File: src/rtl/rvcpu_pkg.sv
// Shared CPU constants for the fetch slice: datapath width, instruction size,
// the bubble word, the default reset PC and the PC-generator result bundle.
package rvcpu_pkg;

  localparam int XLEN       = 32;
  localparam int INSN_BYTES = 4;

  localparam logic [XLEN-1:0] NOP_WORD         = 32'h0000_0013;
  localparam logic [XLEN-1:0] RESET_PC_DEFAULT = 32'h0000_0000;
  localparam logic [XLEN-1:0] PC_STEP          = XLEN'(INSN_BYTES);

  // Everything the fetch unit needs from the next-PC mux in one cycle.
  typedef struct packed {
    logic            issue;
    logic [XLEN-1:0] issue_pc;
    logic [XLEN-1:0] fetch_pc_next;
    logic            fault_set;
    logic            fault_clr;
  } pc_gen_t;

  function automatic logic [XLEN-1:0] align_pc(input logic [XLEN-1:0] pc);
    return pc & ~(PC_STEP - 1'b1);
  endfunction

endpackage

File: src/rtl/instruction_fetch_unit_fetch_pc_gen.sv
// Next-PC mux for the fetch unit: reset > redirect > stall/halt > sequential +4.
// With FETCH_MISALIGN_CHECK_EN defined, misaligned redirects are refused instead of masked.
module fetch_pc_gen
  import rvcpu_pkg::*;
#(
  parameter logic [XLEN-1:0] RESET_PC = RESET_PC_DEFAULT
) (
  input  logic            rst,
  input  logic [XLEN-1:0] fetch_pc_i,
  input  logic            fault_i,
  input  logic            stall_i,
  input  logic            redirect_valid_i,
  input  logic [XLEN-1:0] redirect_target_i,
  output logic            issue_o,
  output logic [XLEN-1:0] issue_pc_o,
  output logic [XLEN-1:0] fetch_pc_next_o,
  output logic            fault_set_o,
  output logic            fault_clr_o
);

  logic [XLEN-1:0] target;
  logic            target_bad;

  always_comb begin
`ifdef FETCH_MISALIGN_CHECK_EN
    target     = redirect_target_i;
    target_bad = (redirect_target_i & (PC_STEP - 1'b1)) != '0;
`else
    target     = align_pc(redirect_target_i);
    target_bad = 1'b0;
`endif
    issue_o         = 1'b0;
    issue_pc_o      = fetch_pc_i;
    fetch_pc_next_o = fetch_pc_i;
    fault_set_o     = 1'b0;
    fault_clr_o     = 1'b0;

    if (rst) begin
      fetch_pc_next_o = RESET_PC;
      fault_clr_o     = 1'b1;
    end else if (redirect_valid_i) begin
      // Target goes straight to the ROM address this cycle; no extra bubble.
      issue_pc_o = target;
      if (target_bad) begin
        fault_set_o = 1'b1;
      end else begin
        issue_o         = 1'b1;
        fetch_pc_next_o = target + PC_STEP;
        fault_clr_o     = 1'b1;
      end
    end else if (!stall_i && !fault_i) begin
      issue_o         = 1'b1;
      fetch_pc_next_o = fetch_pc_i + PC_STEP;
    end
  end

endmodule

File: src/rtl/instruction_fetch_unit.sv
// Front of the pipeline: drives the synchronous instruction ROM and hands fetched
// words to decode. Optional misaligned-redirect trap via FETCH_MISALIGN_CHECK_EN.
module instruction_fetch_unit
  import rvcpu_pkg::*;
#(
  parameter logic [31:0] RESET_PC = RESET_PC_DEFAULT,
  parameter logic [31:0] NOP_INSN = NOP_WORD
) (
  input  logic        clk,
  input  logic        rst,
  output logic [31:0] imem_addr,
  output logic        imem_en,
  input  logic [31:0] imem_dout,
  input  logic        stall_i,
  input  logic        redirect_valid_i,
  input  logic [31:0] redirect_target_i,
  output logic [31:0] inst_o,
  output logic [31:0] inst_pc_o,
  output logic        inst_valid_o,
  output logic        fetch_fault_o
);

  logic [XLEN-1:0] fetch_pc_q, fetch_pc_d;
  logic [XLEN-1:0] pend_pc_q, pend_pc_d;
  logic            pend_valid_q, pend_valid_d;
  logic            fault_q, fault_d;
  pc_gen_t         gen;

  fetch_pc_gen #(
    .RESET_PC(RESET_PC)
  ) u_pc_gen (
    .rst              (rst),
    .fetch_pc_i       (fetch_pc_q),
    .fault_i          (fault_q),
    .stall_i          (stall_i),
    .redirect_valid_i (redirect_valid_i),
    .redirect_target_i(redirect_target_i),
    .issue_o          (gen.issue),
    .issue_pc_o       (gen.issue_pc),
    .fetch_pc_next_o  (gen.fetch_pc_next),
    .fault_set_o      (gen.fault_set),
    .fault_clr_o      (gen.fault_clr)
  );

  // The pending slot mirrors whatever the ROM will present on dout next cycle;
  // while no read is issued the ROM holds dout, so the slot holds too.
  always_comb begin
    fetch_pc_d   = gen.fetch_pc_next;
    pend_valid_d = pend_valid_q;
    pend_pc_d    = pend_pc_q;
    fault_d      = fault_q;
    if (rst) begin
      pend_valid_d = 1'b0;
      pend_pc_d    = RESET_PC;
    end else if (gen.issue) begin
      pend_valid_d = 1'b1;
      pend_pc_d    = gen.issue_pc;
    end else if (gen.fault_set) begin
      pend_valid_d = 1'b0;
    end
    if (gen.fault_clr) begin
      fault_d = 1'b0;
    end else if (gen.fault_set) begin
      fault_d = 1'b1;
    end
  end

  always_ff @(posedge clk) begin
    fetch_pc_q   <= fetch_pc_d;
    pend_pc_q    <= pend_pc_d;
    pend_valid_q <= pend_valid_d;
    fault_q      <= fault_d;
  end

  // Decode handshake: inst_valid_o offers inst_o/inst_pc_o; decode accepts on any
  // cycle with stall_i low. Under stall the offer stays stable until accepted, and
  // a same-cycle redirect withdraws it (the slot is the killed younger instruction).
  assign imem_en      = gen.issue;
  assign imem_addr    = gen.issue_pc;
  assign inst_valid_o = pend_valid_q & ~redirect_valid_i & ~rst;
  assign inst_o       = (pend_valid_q & ~rst) ? imem_dout : NOP_INSN;
  assign inst_pc_o    = pend_pc_q;

`ifdef FETCH_MISALIGN_CHECK_EN
  assign fetch_fault_o = fault_q;
`else
  assign fetch_fault_o = 1'b0;
`endif

endmodule

File: config.mk
export PLATFORM = sky130hd
export DESIGN_NAME = instruction_fetch_unit
export DESIGN_NICKNAME = d
export VERILOG_FILES = /design/src/rtl/rvcpu_pkg.sv /design/src/rtl/instruction_fetch_unit_fetch_pc_gen.sv /design/src/rtl/instruction_fetch_unit.sv
export SDC_FILE = /design/constraint.sdc
export NUM_CORES = 1
export LEC_CHECK = 0
export CORE_MARGIN = 2
export CORE_UTILIZATION = 45
export CTS_CLUSTER_DIAMETER = 50
export DETAILED_ROUTE_END_ITERATION = 7
export DONT_BUFFER_PORTS = 1
export GPL_TIMING_DRIVEN = 0
export HOLD_SLACK_MARGIN = 0.02
export PLACE_DENSITY = 0.57
export REMOVE_ABC_BUFFERS = 1
export SLEW_MARGIN = 0
export SYNTH_ARGS = -nofsm -noshare
export SYNTH_HDL_FRONTEND = slang
export SYNTH_SLANG_ARGS = --single-unit
File: constraint.sdc
create_clock -name clk -period 8.6 [get_ports clk]
set_clock_uncertainty 0.1 [all_clocks]
set_input_delay 1.72 -clock clk [delete_from_list [all_inputs] [get_ports clk]]
set_output_delay 1.72 -clock clk [all_outputs]
set_load 0.03 [all_outputs]
==> impl_metrics.env <==
export IMPL_insertion_delay_ns=0.34
export IMPL_cts_root_buf="clkbuf_8"
export IMPL_arrival_ns=3.12
export IMPL_start_util=0.464
export IMPL_setup_viol=0
export IMPL_cts_buffers=9
export IMPL_htree_levels=3
export IMPL_hold_buffers=0
export IMPL_finalMaxSlewViolations=0
export IMPL_power_leakage_uw=0.00172
export IMPL_rsz0062_at_grt="false"
export IMPL_layout_drive_gt1_share=0.0793
export IMPL_synth_xor_area_frac=0.0842
export IMPL_wl_per_cell_um=17.1
export IMPL_syn_inst=568
export IMPL_hold_slack_ns=0.377
export IMPL_crit_top_cell="nand2_1"
export IMPL_num_rows=35
export IMPL_p_per_area_nw_per_um2=176
export IMPL_async_reset_ff_frac=0
export IMPL_path_clk_slew_ns=0.07
export IMPL_synth_compound_area_frac=0.135
export IMPL_run_status="finished clean"
export IMPL_finalCriticalPeriod_ns=4.94
export IMPL_crit_fanout=70
export IMPL_avgSynthCellArea_um2=7.51
export IMPL_finalCritPeriodShare=0.575
export IMPL_p_comb_frac=0.183
export IMPL_synth_distinct_cells=50
export IMPL_synthTopCellsByCount="nand2_1 (83), nor2_1 (79), dfxtp_1 (61)"
export IMPL_drt_iter0_markers=142
export IMPL_dieArea_um2=10300
export IMPL_slew_limit_headroom=0.166
export IMPL_nNetsFinal=606
export IMPL_crit_chain="nand2b_1 > nand2_1 > nand2_1"
export IMPL_pwr_share_clk=0.381
export IMPL_holdCritPathClass="reg -> reg"
export IMPL_end_kind="output pin"
export IMPL_dp_hpwl_mm=7.25
export IMPL_place_gp_congestion=0.794
export IMPL_seq_area_frac_synth=0.286
export IMPL_crit_path_max_incr_delay_ns=0.93
export IMPL_gr_total_overflow=0
export IMPL_setup_tns_ns=0
export IMPL_clock_path_buffers=2
export IMPL_p_int_uw=530
export IMPL_seqPwrFrac=0.436
export IMPL_synth_largest_area_cell="dfxtp_1"
export IMPL_area_growth_pct=4.19
export IMPL_crit_path_top_delay_cell="nand2b_1"
export IMPL_stdcell_count=653
export IMPL_track_usage=0.211
export IMPL_vdd_ir_drop_worst_mv=0.0887
export IMPL_cts_resized_gates=0
export IMPL_grt_max_degree=127
export IMPL_die_h_um=101
export IMPL_synthFlopType="dfxtp_1"
export IMPL_required_ns=6.78
export IMPL_yosys_area_share_simple=0.324
export IMPL_grt_pass1_wl_mm=17.3
export IMPL_hold_violations=0
export IMPL_synth_top_family_by_area="simple AND/OR/NAND/NOR gates"
export IMPL_post_place_ws_ns=3.67
export IMPL_synth_cell_area_um2=4270
export IMPL_synth_area_mux_share=0.111
export IMPL_synth_edff_count=0
export IMPL_fin_util=0.483
export IMPL_synth_area_top_cells="dfxtp_1 (29%), nand2_1 (7.3%), nor2_1 (7.0%), mux2i_1 (6.6%), xnor2_1 (6.2%)"
export IMPL_yosys_warnings=0
export IMPL_cts_tree="done"
export IMPL_cts_sinks=61
export IMPL_num_vias=3766
export IMPL_max_freq_mhz=202
export IMPL_io_pin_count=167
export IMPL_yosysMostFrequentCell="nand2_1"
export IMPL_start_kind="input port"
export IMPL_io_buffers=0
export IMPL_maxCapViolCount=0
export IMPL_finalWorstSetupSlack_ns=3.66
export IMPL_critPathKind="in -> out"
export IMPL_antenna_found_initial=0
export IMPL_swShare=0.321
export IMPL_tightest_slew_ns=1.25
export IMPL_drc=0
export IMPL_netSwitchingPower_uw=250
export IMPL_synth_top_area_frac=0.286
export IMPL_num_antenna_cells=0
export IMPL_cts_setup_buffers=0
export IMPL_die_w_um=101
export IMPL_drt_first_pass_iters=5
export IMPL_grt_pass1_vias=3417
export IMPL_routed_wirelength_mm=11.1
export IMPL_synth_seq_cells=61
export IMPL_dp_cells=637
export IMPL_core_area_um2=9200
export IMPL_postRouteAntennaNets=0
export IMPL_synthAdderAreaFrac=0.00293
export IMPL_vias_per_cell=5.77
## sequential cells by signal, summed over array words and instances (netlist names)
signal	cells
fetch_pc_q	30
inst_pc_o	30
pend_valid_q	1
## per-layer routing
layer  up-vias  wire (um)  part of all wire  GRT usage
met3         8        665             0.060     0.0428
met4         0         95            0.0085     0.0624
met1      1749       5120              0.46      0.285
li1       1884          -                 -          -
met5         -          0                 0          0
met2       125       5260              0.47      0.339
## final cells by class
class	instances	area, um^2
Fill cell	916	4750
Multi-Input combinational cell	459	2830
Sequential cell	61	1220
Clock buffer	12	155
Tap cell	111	139
Clock inverter	4	70.1
Inverter	5	18.8
Timing Repair Buffer	1	15.0
## cell usage in the layout, fill, tap and decap left out, types with 2 or more instances in the layout
cell type / instances
o21a_1: 4
clkbuf_8: 11
nand3_1: 20
nand3b_1: 8
nor4b_2: 2
a222oi_1: 2
dfxtp_1: 61
nor4_1: 3
o22ai_1: 9
conb_1: 5
nand2_1: 83
xnor2_1: 30
a21oi_1: 30
o32ai_1: 2
and2_1: 31
nand4b_1: 5
bufinv_16: 2
or3_1: 3
o21ai_0: 11
mux2_2: 17
inv_1: 5
nor2b_2: 2
clkinv_2: 2
nand4_1: 4
mux2i_1: 28
a22oi_1: 3
and4b_1: 2
a31oi_1: 2
nor2_1: 79
and4_1: 3
nor3_1: 14
a211oi_1: 18
xor2_1: 11
nor2b_1: 4
nand2b_1: 10
## path summary, 6_finish.rpt
path | start | endpoint | slack (ns) | depth (start not counted)
worst max-delay path | rst | imem_addr[26] | 3.66 | 3
worst min-delay path | fetch_pc_q[30]$_SDFFE_PP0N_ | fetch_pc_q[30]$_SDFFE_PP0N_ | 0.38 | 2
worst max register to register | fetch_pc_q[4]$_SDFFE_PP0N_ | fetch_pc_q[31]$_SDFFE_PP0N_ | 5.57 | 6
worst min register to register | fetch_pc_q[30]$_SDFFE_PP0N_ | fetch_pc_q[30]$_SDFFE_PP0N_ | 0.38 | 2
## critical path, delay by kind of cell
| kind | cells | cell delay, ns |
|---|---|---|
| AND/OR/NAND/NOR | 3 | 1.37 |
## cell families after synthesis
family / count (synthesis)
xor+xnor: 41
fa+ha+maj: 1
simple gates: 278
other cells: 1
compound gates: 89
mux: 45
buf+inv: 52
flops: 61
## per-stage QoR
step | cell area [um^2] | total power [uW]
2_1_floorplan | 4060 | 470
3_3_place_gp | 4200 | 487
3_5_place_dp | 4220 | 491
4_1_cts | 4440 | 790
5_1_grt | 4440 | 815
6_report | 4440 | 781
## power groups by stage
| stage | combinational, uW | sequential [uW] | clock, uW |
|---|---|---|---|
| floorplan | 129 | 341 | 0 |
| global placement | 141 | 347 | 0 |
| detailed placement | 144 | 347 | 0 |
| CTS | 144 | 341 | 305 |
| global route | 157 | 343 | 315 |
| finish | 143 | 340 | 297 |
Note: power is estimated with default switching activity, not from simulation.
